### src/rtl/multicycle_ctrl.sv
// Multi-cycle FETCH/DECODE/EXEC/MEM/WB sequencer for the RV32I-subset datapath.
// Drives per-cycle datapath enables, owns the shared memory handshake and counts retires.
module multicycle_ctrl #(
    parameter int unsigned CNT_W = 32
) (
    input  logic             clk,
    input  logic             rst_n,
    input  logic [6:0]       opcode,
    input  logic             zero,
    input  logic             mem_ready,
    output logic             mem_req,
    output logic             mem_we,
    output logic             ir_write,
    output logic             pc_write,
    output logic             pc_src,
    output logic             alu_src,
    output logic             reg_write,
    output logic [1:0]       wb_sel,
    output logic             retire,
    output logic             illegal,
    output logic [CNT_W-1:0] instr_count
);

    localparam logic [2:0] S_FETCH  = 3'd0;
    localparam logic [2:0] S_DECODE = 3'd1;
    localparam logic [2:0] S_EXEC   = 3'd2;
    localparam logic [2:0] S_MEM    = 3'd3;
    localparam logic [2:0] S_WB     = 3'd4;
    localparam logic [2:0] S_TRAP   = 3'd5;

    localparam logic [2:0] C_R   = 3'd0;
    localparam logic [2:0] C_I   = 3'd1;
    localparam logic [2:0] C_LD  = 3'd2;
    localparam logic [2:0] C_ST  = 3'd3;
    localparam logic [2:0] C_BEQ = 3'd4;
    localparam logic [2:0] C_JAL = 3'd5;
    localparam logic [2:0] C_BAD = 3'd6;

    localparam logic [6:0] OP_R   = 7'b0110011;
    localparam logic [6:0] OP_I   = 7'b0010011;
    localparam logic [6:0] OP_LD  = 7'b0000011;
    localparam logic [6:0] OP_ST  = 7'b0100011;
    localparam logic [6:0] OP_BEQ = 7'b1100011;
    localparam logic [6:0] OP_JAL = 7'b1101111;

    logic [2:0]       state;
    logic [2:0]       state_nxt;
    logic [2:0]       cls;
    logic [2:0]       cls_nxt;
    logic [2:0]       dec_cls;
    logic [CNT_W-1:0] cnt;

    // Opcode to class; only consulted in DECODE.
    always_comb begin
        case (opcode)
            OP_R:    dec_cls = C_R;
            OP_I:    dec_cls = C_I;
            OP_LD:   dec_cls = C_LD;
            OP_ST:   dec_cls = C_ST;
            OP_BEQ:  dec_cls = C_BEQ;
            OP_JAL:  dec_cls = C_JAL;
            default: dec_cls = C_BAD;
        endcase
    end

    always_ff @(posedge clk) begin
        if (!rst_n) begin
            state <= S_FETCH;
            cls   <= C_R;
            cnt   <= '0;
        end else begin
            state <= state_nxt;
            cls   <= cls_nxt;
            if (retire) begin
                cnt <= cnt + CNT_W'(1);
            end
        end
    end

    // Next state and outputs; everything held at 0 while reset is asserted.
    always_comb begin
        state_nxt = state;
        cls_nxt   = cls;
        mem_req   = 1'b0;
        mem_we    = 1'b0;
        ir_write  = 1'b0;
        pc_write  = 1'b0;
        pc_src    = 1'b0;
        alu_src   = 1'b0;
        reg_write = 1'b0;
        wb_sel    = 2'd0;
        retire    = 1'b0;
        illegal   = 1'b0;
        if (rst_n) begin
            case (state)
                S_FETCH: begin
                    mem_req = 1'b1;
                    if (mem_ready) begin
                        ir_write  = 1'b1;
                        state_nxt = S_DECODE;
                    end
                end
                S_DECODE: begin
                    cls_nxt   = dec_cls;
                    state_nxt = (dec_cls == C_BAD) ? S_TRAP : S_EXEC;
                end
                S_EXEC: begin
                    alu_src = (cls == C_I) || (cls == C_LD) || (cls == C_ST);
                    case (cls)
                        C_BEQ: begin
                            pc_write  = 1'b1;
                            pc_src    = zero;
                            retire    = 1'b1;
                            state_nxt = S_FETCH;
                        end
                        C_LD, C_ST: state_nxt = S_MEM;
                        default:    state_nxt = S_WB;
                    endcase
                end
                S_MEM: begin
                    mem_req = 1'b1;
                    mem_we  = (cls == C_ST);
                    alu_src = 1'b1;
                    if (mem_ready) begin
                        if (cls == C_ST) begin
                            pc_write  = 1'b1;
                            retire    = 1'b1;
                            state_nxt = S_FETCH;
                        end else begin
                            state_nxt = S_WB;
                        end
                    end
                end
                S_WB: begin
                    reg_write = 1'b1;
                    pc_write  = 1'b1;
                    retire    = 1'b1;
                    state_nxt = S_FETCH;
                    case (cls)
                        C_LD:    wb_sel = 2'd1;
                        C_JAL: begin
                            wb_sel = 2'd2;
                            pc_src = 1'b1;
                        end
                        default: wb_sel = 2'd0;
                    endcase
                end
                S_TRAP:  illegal = 1'b1;
                default: state_nxt = S_FETCH;
            endcase
        end
    end

    assign instr_count = rst_n ? cnt : '0;

endmodule
### config.mk
export PLATFORM = sky130hd
export DESIGN_NAME = multicycle_ctrl
export DESIGN_NICKNAME = d
export VERILOG_FILES = /design/src/rtl/multicycle_ctrl.sv
export SDC_FILE = /design/constraint.sdc
export NUM_CORES = 1
export LEC_CHECK = 0
export ABC_AREA = 1
export CAP_MARGIN = 20
export CORE_MARGIN = 8
export CORE_UTILIZATION = 50
export DETAILED_ROUTE_END_ITERATION = 7
export GPL_TIMING_DRIVEN = 0
export PLACE_DENSITY = 0.81
export SETUP_SLACK_MARGIN = 0.15
export SLEW_MARGIN = 10
export SYNTH_ARGS = -nofsm -noshare
export SYNTH_HDL_FRONTEND = slang
export SYNTH_SLANG_ARGS = --single-unit
### constraint.sdc
create_clock -name clk -period 2.8 [get_ports clk]
set_clock_uncertainty 0.1 [all_clocks]
set_input_delay 0.7 -clock clk [delete_from_list [all_inputs] [get_ports clk]]
set_output_delay 0.7 -clock clk [all_outputs]
set_load 0.1 [all_outputs]
### Yosys cells after proc, flatten, opt, wreduce, memory -nomap -nowiden

Cells that the tools add are included.
W data, S select, Z words.

| cells by class | value |
|---|---|
| add/subtract/negate cells | 1 |
| eq/ne operators | 19 |
| muxes and demuxes | 33 |
| bitwise gates (word level) | 1 |
| reductions and logical operators | 6 |

Operators with widths:

| operator | number |
|---|---|
| $add A32 B1 Y32 const B | 1 |
| $mux W32 | 1 |
| $mux W1 | 19 |
| $pmux W3 S6 | 1 |
| $eq A3 B3 Y1 const B | 5 |
| $pmux W3 S5 | 1 |
| $eq A7 B6 Y1 const B | 2 |
| $eq A7 B7 Y1 const B | 2 |
| $eq A3 B2 Y1 const B | 4 |
| $mux W3 | 4 |
| $eq A7 B2 Y1 const B | 1 |
| $eq A7 B5 Y1 const B | 1 |
| $eq A3 B1 Y1 const B | 2 |
| $pmux W3 S2 | 1 |
| $mux W2 | 2 |
| $ne A2 B2 Y1 const B | 2 |
| $pmux W1 S2 | 2 |
| $pmux W2 S2 | 1 |
| $reduce_or A2 Y1 | 2 |
| $logic_not A3 Y1 | 1 |
| $pmux W1 S3 | 1 |
| $reduce_and A3 Y1 | 1 |
| $logic_or A1 B1 Y1 | 2 |
| $not A1 Y1 | 1 |

| storage, ports and cells | value |
|---|---|
| register bits after elaboration | 38 |
| input port bits | 11 |

### Logic depth before layout (Yosys ltp)

| depth | value |
|---|---|
| word-level depth | 5 |
| mapped depth | 10 |
| depth with buffers taken out | 10 |

### Worst setup path after synthesis

OpenSTA, ideal clock, no wires.

| path | value |
|---|---|
| path type | input port to output port |
| start | input rst_n |
| end | output wb_sel[0] |
| arrival time | 4400 ps |
| data required time | 2000 ps |
| path slack | -2400 ps |
| stages | 4 |
| cell sequence | inv_1 > nor2_1 > inv_1 > nor3_1 |

| between the ends | value |
|---|---|
| word-level cells in the longest chain between the ends | 1 |

Ends and longest elaborated chain:

| element | RTL line | RTL |
|---|---|---|
| start: declaration | 7 | `input logic rst_n,` |
| $mux W2 | 94 | `if (rst_n) begin` |
| end: declaration | 18 | `output logic [1:0] wb_sel,` |

Every way passes these cells.

### Final worst setup path

| path | value |
|---|---|
| start | register state[2] |
| end | output retire |

| between the ends | value |
|---|---|
| word-level cells in the longest chain between the ends | 3 |

Ends and longest elaborated chain:

| element | RTL line | RTL |
|---|---|---|
| start: declaration | 46 | `logic [2:0] state;` |
| start signal: assignment | 72 | `state <= state_nxt;` |
| $eq A3 B3 Y1 or $eq A3 B2 Y1 (tied branches) | 95 | `case (state)` |
| $pmux W1 S3 * | 95 |  |
| $mux W1 * | 94 |  |
| end: declaration | 19 | `output logic retire,` |

Mark *: on every way between the ends. The rest lies on a longest branch, timed or not.

==> summary.md <==
| Metric | Value |
|---|---|
| Die area | `0.00831 mm^2` |
| Clock latency on the worst-skew pair | `290 ps` |
| Clk sink count | `38` |
| Yosys reg bits | `38` |
| Seq/Total Area, Yosys | `26.9%` |
| Fin nets | `583` |
| Pwr per Cell Area | `323 mW/mm^2` |
| Post-synth top cells | `nand2_1, inv_1, nor2_1` |
| Number of global-route vias before repair | `3139` |
| Slew of the pin with the lowest slew margin | `543 ps` |
| P&R area growth vs syn | `36.0%` |
| Crit. End Element | `output pin` |
| Post-DRT Antenna Nets | `0` |
| First-pass GRT wire length | `14300 um` |
| Min Hold Slack | `414 ps` |
| Status | `complete, no violations` |
| Total GRT Usage | `20.4%` |
| Die Span Y | `91.2 um` |
| Largest net degree at the start of global routing | `11` |
| Yosys warns | `0` |
| Async set-reset flop share out of synthesis | `0%` |
| Clock transition at path regs | `70 ps` |
| CTS tree | `done` |
| CP Data Arrival Time | `1790 ps` |
| Crit share post-route | `92.6%` |
| HP Start | `cnt[31]$_SDFFE_PN0P_` |
| Top-area cell type share of the netlist area | `26.9%` |
| Netlist cell types | `31` |
| Row count | `27` |
| Post-Synth Adder-Cell Area | `0.443%` |
| Synthesized instance count | `506` |
| Fmax | `386 MHz` |
| Crit Path Class | `flop to output pin` |
| I/O Buffers | `53` |
| Filler cells | `524` |
| CP Launch Point | `state[2]$_SDFFE_PN0P_` |
| Via-to-Cell Ratio | `5.03` |
| Post-Synth XOR/XNOR Area | `3.10%` |
| Dpl hpwl | `6450 um` |
| H-tree lvl count | `2` |
| Cell count after placement | `631` |
| Final hold vios | `0` |
| Grt ovf | `0` |
| CTS buffer count | `5` |
| Ys flop type | `dfxtp_1` |
| Max VDD drop | `0.000288 V` |
| Synth top area cells | `dfxtp_1, nand2_1, inv_1` |
| Antenna violations before repair | `0` |
| RSZ-0062 raised after global routing | `yes` |
| Count leader, synth | `nand2_1` |
| Worst Hold Class | `flop to flop` |
| CTS max path bufs | `2` |
| Max Slew Vio Count | `0` |
| Final min period | `2590 ps` |
| Setup TNS | `0 ps` |
| Syn_area_per_cell | `5.58 um^2` |
| Root Driver | `clkbuf_8` |
| Starting Density | `51.6%` |
| Critical Path RT | `2000 ps` |
| Setup-failing EPs final | `0` |
| Placer Congestion | `1.01` |
| Wirelength per Cell | `13.0 um` |
| Rel. slew slack | `64.0%` |
| Worst Setup Start Kind | `flop` |
| Layout Cells excl Fill | `643` |
| # IOs | `54` |
| DRC errors left | `0` |
| Share of cells above drive strength 1 | `22.4%` |
| Vias | `3236` |
| Crit path max fanout | `5` |
| Post-synth top area cell | `dfxtp_1` |
| Starting DRC count in detailed routing | `243` |
| Reg2reg start | `state[0]$_SDFFE_PN0P_` |
| Post-synth EDFFs | `0` |
| Ant. Diodes | `0` |
| Total Wirelength | `8330 um` |
| Die width | `91.2 um` |
| First-pass DRT Iterations | `5` |
| Pleak | `1.43 nW` |
| Largest family of logic cells by synthesized area | `simple AND/OR/NAND/NOR gates` |
| Syn nets | `518` |
| Simple-gate share of the synthesized area | `47.4%` |
| Mux cell area share after synthesis | `0%` |
| Syn Std Cell Area | `0.00283 mm^2` |
| Core Area | `0.00547 mm^2` |
| Max Cap Viol | `0` |
| Compound-Gate Fraction of Synth Area | `8.77%` |
area by class of cell:
cell class,instances,area [um^2],area share [%]
Tap cell,72,90.1,2.34
Buffer,14,116,3.03
Sequential cell,38,763,19.9
Timing Repair Buffer,58,602,15.7
Inverter,79,408,10.6
Multi-Input combinational cell,375,1790,46.5
Clock buffer,7,76.3,1.99
layer usage:
layer | vias up | track usage (%) | share of wire [%]
li1 | 1684 | - | -
met1 | 1445 | 23.9 | 43
met2 | 90 | 35.3 | 48
met3 | 17 | 4.28 | 6.2
met4 | 0 | 7.91 | 2.6
met5 | - | 0 | 0
through the flow:
step                      setup slack, ps  power (mW)  util (%)  instance area (um^2)
final                                 208        1.24      70.2                  3840
after global routing                  107        1.29      70.2                  3840
after CTS                             135        1.24      69.9                  3820
after detailed placement            -1730       0.864      66.7                  3650
after global placement              -1710       0.860      66.7                  3650
after floorplan                      -291       0.795         -                  3030
registers in the layout (all words and copies together) (netlist names):
signal / cells
cls: 3
cnt: 32
state: 3
kinds of logic (layout without fill, tap and decap cells):
kind of cell,after synthesis,after routing
and+or+nand+nor,317,317
xor gates and xnor gates,10,10
buffers and inverters,93,158
DFF,38,38
AOI/OAI and AO/OA,47,47
adders and majority gates,1,1
what timing repair did:
item / 4_1_cts / 5_1_grt
setup buffers: 5 / 0
gates resized for setup: 306 / 9
pin swaps: 2 / 0
endpoints found under the setup margin: 43 / 32
hold buffers: 0 / 0
power breakdown:
group	internal, mW	leakage [nW]	switching, mW
Sequential	0.554	0.308	0.0134
Combinational	0.0924	1.08	0.214
Clock	0.172	0.0383	0.198
Total	0.818	1.43	0.425
path summary, 6_finish.rpt:
check / depth (start not counted) / end / slack (ps)
setup / recovery: 10 / retire / 210
setup reg to reg: 9 / cnt[23]$_SDFFE_PN0P_ / 880
hold / removal: 2 / cnt[31]$_SDFFE_PN0P_ / 410
hold reg to reg: 2 / cnt[31]$_SDFFE_PN0P_ / 410
cells in the final DEF, fill, tap and decap left out, drive strengths merged:
cell	instances
a211oi	2
a21oi	34
a22oi	1
a31oi	1
buf	58
clkbuf	11
clkdlybuf4s15	1
clkdlybuf4s50	8
clkinvlp	29
dfxtp	38
dlygate4sd2	1
ha	1
inv	50
nand2	200
nand3	32
nand3b	1
nand4	6
nor2	69
nor3	8
nor4	1
o21ai	7
o21bai	1
o22ai	1
xnor2	4
xor2	6
worst max-delay path, stage by stage, from the launching register on:
cell and delay [ps]:
dfxtp_2 340, inv_2 90, nand2_4 80, nor2_1 160, nand2_2 120, nand2_1 120
nor2_4 70, nor2_4 130, buf_8 110, buf_4 110, buf_12 160
Note: power is estimated with default switching activity, not from simulation.
